$ cat src/rtl/code_lock_fsm.sv
// Four-digit sequential code lock: synchronised switch/button front end,
// per-digit comparison, open/fail decision and timed lockout with alarm.
module code_lock_fsm #(
  parameter logic [15:0] CODE           = 16'h0000,
  parameter int          MAX_FAIL       = 3,
  parameter int          LOCKOUT_CYCLES = 100_000_000
) (
  input  logic       clk,
  input  logic       rst_n,
  input  logic [3:0] sw,
  input  logic       enter_btn,
  input  logic       clear_btn,
  output logic       unlocked,
  output logic       alarm,
  output logic [1:0] digit_idx,
  output logic [1:0] fail_cnt
);

  localparam int CNT_W = $clog2(LOCKOUT_CYCLES + 1);
  localparam logic [CNT_W-1:0] CNT_LOAD = CNT_W'(LOCKOUT_CYCLES - 1);
  localparam logic [1:0] FAIL_LIMIT = 2'(MAX_FAIL);

  typedef enum logic [1:0] {
    ST_ENTRY   = 2'd0,
    ST_OPEN    = 2'd1,
    ST_LOCKOUT = 2'd2
  } state_t;

  state_t           state, state_nx;
  logic [1:0]       idx, idx_nx;
  logic             err, err_nx;
  logic [1:0]       fail, fail_nx;
  logic [CNT_W-1:0] cnt, cnt_nx;

  logic [3:0] sw_p0, sw_p1;
  logic       enter_p0, enter_p1, enter_p2;
  logic       clear_p0, clear_p1, clear_p2;
  logic       enter_p, clear_p;
  logic       eq;
  logic [3:0] digit_sel;
  logic [1:0] fail_inc;

  // Digit 0 lives in the top nibble so the code reads left to right.
  function automatic logic [3:0] code_digit(input logic [1:0] i);
    case (i)
      2'd0:    code_digit = CODE[15:12];
      2'd1:    code_digit = CODE[11:8];
      2'd2:    code_digit = CODE[7:4];
      default: code_digit = CODE[3:0];
    endcase
  endfunction

  // Stage p0/p1: two-flop synchronisers; p2: edge-detect history for buttons
  always_ff @(posedge clk or negedge rst_n) begin
    if (!rst_n) begin
      sw_p0    <= '0;
      sw_p1    <= '0;
      enter_p0 <= 1'b0;
      enter_p1 <= 1'b0;
      enter_p2 <= 1'b0;
      clear_p0 <= 1'b0;
      clear_p1 <= 1'b0;
      clear_p2 <= 1'b0;
    end else begin
      sw_p0    <= sw;
      sw_p1    <= sw_p0;
      enter_p0 <= enter_btn;
      enter_p1 <= enter_p0;
      enter_p2 <= enter_p1;
      clear_p0 <= clear_btn;
      clear_p1 <= clear_p0;
      clear_p2 <= clear_p1;
    end
  end

  assign enter_p = enter_p1 & ~enter_p2;
  assign clear_p = clear_p1 & ~clear_p2;

  assign digit_sel = code_digit(idx);

  fourBitEquality u_digit_eq (
    .A (sw_p1),
    .B (digit_sel),
    .Y (eq)
  );

  assign fail_inc = fail + 2'd1;

  // Control state register
  always_ff @(posedge clk or negedge rst_n) begin
    if (!rst_n) begin
      state <= ST_ENTRY;
      idx   <= '0;
      err   <= 1'b0;
      fail  <= '0;
      cnt   <= '0;
    end else begin
      state <= state_nx;
      idx   <= idx_nx;
      err   <= err_nx;
      fail  <= fail_nx;
      cnt   <= cnt_nx;
    end
  end

  always_comb begin
    state_nx = state;
    idx_nx   = idx;
    err_nx   = err;
    fail_nx  = fail;
    cnt_nx   = cnt;
    case (state)
      ST_ENTRY: begin
        if (clear_p) begin
          idx_nx = '0;
          err_nx = 1'b0;
        end else if (enter_p) begin
          if (idx != 2'd3) begin
            err_nx = err | ~eq;
            idx_nx = idx + 2'd1;
          end else if (!err && eq) begin
            state_nx = ST_OPEN;
            idx_nx   = '0;
            err_nx   = 1'b0;
            fail_nx  = '0;
          end else begin
            // A bad attempt always consumes all four presses before counting.
            idx_nx  = '0;
            err_nx  = 1'b0;
            fail_nx = fail_inc;
            if (fail_inc == FAIL_LIMIT) begin
              state_nx = ST_LOCKOUT;
              cnt_nx   = CNT_LOAD;
            end
          end
        end
      end
      ST_OPEN: begin
        if (clear_p) begin
          state_nx = ST_ENTRY;
          idx_nx   = '0;
          err_nx   = 1'b0;
        end
      end
      ST_LOCKOUT: begin
        if (cnt == '0) begin
          state_nx = ST_ENTRY;
          fail_nx  = '0;
          idx_nx   = '0;
          err_nx   = 1'b0;
        end else begin
          cnt_nx = cnt - 1'b1;
        end
      end
      default: begin
        state_nx = ST_ENTRY;
        idx_nx   = '0;
        err_nx   = 1'b0;
        fail_nx  = '0;
        cnt_nx   = '0;
      end
    endcase
  end

  assign unlocked  = (state == ST_OPEN);
  assign alarm     = (state == ST_LOCKOUT);
  assign digit_idx = idx;
  assign fail_cnt  = fail;

endmodule

// Four-bit equality comparator used as the per-digit check.
module fourBitEquality (
  input  logic [3:0] A,
  input  logic [3:0] B,
  output logic       Y
);

  assign Y = (A == B);

endmodule
$ cat config.mk
export PLATFORM = sky130hd
export DESIGN_NAME = code_lock_fsm
export DESIGN_NICKNAME = d
export VERILOG_FILES = /design/src/rtl/code_lock_fsm.sv
export SDC_FILE = /design/constraint.sdc
export NUM_CORES = 1
export LEC_CHECK = 0
export CORE_UTILIZATION = 55
export DETAILED_ROUTE_END_ITERATION = 10
export PLACE_DENSITY_LB_ADDON = 0.2
export SLEW_MARGIN = 5
export SYNTH_ARGS = -nofsm -noshare
export SYNTH_HDL_FRONTEND = slang
export SYNTH_HIERARCHICAL = 1
export SYNTH_SLANG_ARGS = --single-unit
$ cat constraint.sdc
create_clock -name clk -period 2.6 [get_ports clk]
set_input_delay 0.26 -clock clk [delete_from_list [all_inputs] [get_ports clk]]
set_output_delay 0.26 -clock clk [all_outputs]
set_load 0.01 [all_outputs]
==> out/summary.txt, run 1 <==
Hold Slack - 0.0464 ns
Worst EP required - 2.84 ns
Critical path fanouts, max - 8
Seq/Total Area, Yosys - 47.9%
Status - complete, no violations
YS warnings - 6
H-tree levels - 2
First-pass GRT wire length - 9280 um
Initial drt markers - 132
HP Class - in2async
Largest net degree at the start of global routing - 49
Setup CP Type - reg2reg
Count leader, synth - dfrtp_1
WL/cell - 16.1 um
FP Rows - 24
Layout cells sized above 1 - 12.4%
Starting Density - 57.6%
Crit end category - flop
Antenna violations before repair - 0
R2R Path Start - cnt[9]
Async S/R FF share, synth - 100%
Synth area leaders - dfrtp_1 (48%), nor2_1 (4.3%), a21oi_1 (4.2%), nor4_1 (2.5%), xnor2_1 (2.4%)
Largest area contributor in the synthesized netlist - dfrtp_1
TNS Setup - 0 ns
CP Launch Type - flop
Final Skew - 0.00593 ns
Worst r2r dst - err
CTS tree - built
Fin crit share - 93.0%
Core ar. - 4350 um2
Filler cells - 357
# clock sinks - 48
# DRC - 0
Die Wd - 69.5 um
Pre-CTS setup slack - 0.0905 ns
CTS clk-pin slew, worst paths - 0.09 ns
Drt via density - 6.18
Clock latency on the worst-skew pair - 0.30 ns
Max cap viols - 0
Antenna Cells - 0
Most used DFF post-synth - dfrtp_1
Fin util - 66.5%
Die area - 4830 um2
HPWL Detailed - 3870 um
Final Hold Vio Count - 0
PD cells - 831 nW/um2
ANT nets after route - 0
Mapped Cells - 260
Max-slew headroom - 57.0%
# nets final - 302
Clock buffer count from CTS - 5
Max IR drop VDD - 480 uV
GP Congestion - 0.838
Yosys top cell area share - 47.9%
Vias in the first global route - 2014
Setup-failing EPs final - 0
Max Clk Rate - 414 MHz
FF-to-FF setup slack - 0.18 ns
Synth Register Bits - 48
Post-CTS Hold Buffers - 0
Syn-to-layout area delta - 15.5%
Total Routing Usage GR - 24.2%
CTS root buffer - clkbuf_8
Port bufs - 13
Post-synth EDFFs - 0
Final min period - 2.42 ns
Final WS setup - 0.183 ns
RSZ-0062 raised after global routing - false
Pleak - 1.17 nW
Mean Syn Cell Area - 9.64 um2
I/O Pins - 14
Worst-margin pin slew - 0.641 ns
Global route overflow - 0
Die height - 69.5 um
Most frequent cells after synthesis - dfrtp_1 (48), nor2_1 (29), a21oi_1 (21)
Mapped Area - 2510 um2
Initial DRT Pass Iterations - 4
Final slew viol count - 0
Power consumption - 2.41 mW
Total vias in the final route - 2120
R2R cell count - 6
Routed wire length - 5520 um
Critical Path AT - 2.66 ns
Clock tree buffer depth - 2
Synth cell types - 52
==> cell type report <==
type                            instances  area (um2)  area share, %
Clock buffer                            5        68.8           2.38
Clock inverter                          3        47.5           1.64
Timing Repair Buffer                   32         268           9.25
Multi-Input combinational cell        197        1220           42.2
Tap cell                               52        65.1           2.25
Sequential cell                        48        1200           41.5
Inverter                                6        22.5          0.778
==> how the worst max path moves through the flow <==
stage	startpoint	end	slack, ns	depth (start not counted)
after floorplan	cnt[9]	cnt[16]	0.30	8
after global placement	sw_p1[3]	cnt[11]	0.22	9
after detailed placement	sw_p1[1]	cnt[11]	0.09	9
after CTS	sw_p1[0]	cnt[11]	0.06	9
after global routing	cnt[9]	cnt[26]	0.05	7
final	cnt[9]	err	0.18	6
==> sequential cells by signal (all words and copies together) (netlist names) <==
| register | cells |
|---|---|
| sw_p0 | 4 |
| enter_p0 | 1 |
| sw_p1 | 4 |
| cnt | 27 |
| enter_p1 | 1 |
| digit_idx | 2 |
| fail_cnt | 2 |
| clear_p0 | 1 |
| enter_p2 | 1 |
| err | 1 |
| clear_p2 | 1 |
| state | 2 |
| clear_p1 | 1 |
==> repair_timing <==
item,in CTS,in global routing
setup endpoints to repair,0,5
resized for setup,0,0
buffers inserted,0,3
==> cell families (layout without fill, tap and decap cells) <==
logic type / Yosys count / in the layout / synth area share (%)
buf+inv: 18 / 46 / 3.74
fa+ha+maj: 4 / 4 / 2.00
flops: 48 / 48 / 47.9
mux: 2 / 2 / 0.849
compound gates: 67 / 67 / 17.0
xor+xnor: 11 / 11 / 3.84
simple gates: 109 / 109 / 24.5
other cells: 1 / 4 / 0.150
==> where the power goes <==
part / switching, mW / internal [mW] / leakage, nW / total [mW]
registers: 0.203 / 0.922 / 0.565 / 1.13
logic: 0.396 / 0.337 / 0.551 / 0.733
clock network: 0.257 / 0.290 / 0.0583 / 0.547
total: 0.856 / 1.55 / 1.17 / 2.41
==> worst max-delay path, cell delays in order (launching register included) <==
cell and delay [ns]:
dfrtp_1 0.42, or3_1 0.49, nor4b_1 0.47, and4_1 0.41, nor2_1 0.18, nor3_1 0.22
o22a_1 0.17
==> placed cells by master (no fill, tap or decap), types with 8 or more instances in the layout <==
| master | count |
|---|---|
| a21oi_1 | 21 |
| buf_4 | 19 |
| clkdlybuf4s50_1 | 12 |
| dfrtp_1 | 48 |
| nand2_1 | 13 |
| nand3_1 | 8 |
| nor2_1 | 29 |
| nor3_1 | 12 |
| nor4_1 | 10 |
| o21ai_0 | 12 |
==> per-stage QoR <==
stage / area, um2 / std cells
floorplan: 2520 / 263
global placement: 2760 / 332
detailed placement: 2760 / 332
CTS: 2870 / 340
global route: 2900 / 343
finish: 2900 / 343
==> layer usage <==
metal / share of wire (%) / track usage (%) / vias to the layer above
met4: 1.0 / 6.12 / 0
met5: 0 / 0 / -
met1: 47 / 33.3 / 1047
li1: - / - / 1010
met2: 47 / 39.2 / 55
met3: 4.6 / 5.38 / 8
(Power assumes the default switching activity.)
==> inputs of run 2 (changes only) <==
SKIP_LAST_GASP = 1   (was not set)
==> results of run 2 <==
No change in the layout: final DEF, timing and power equal those of run 1.
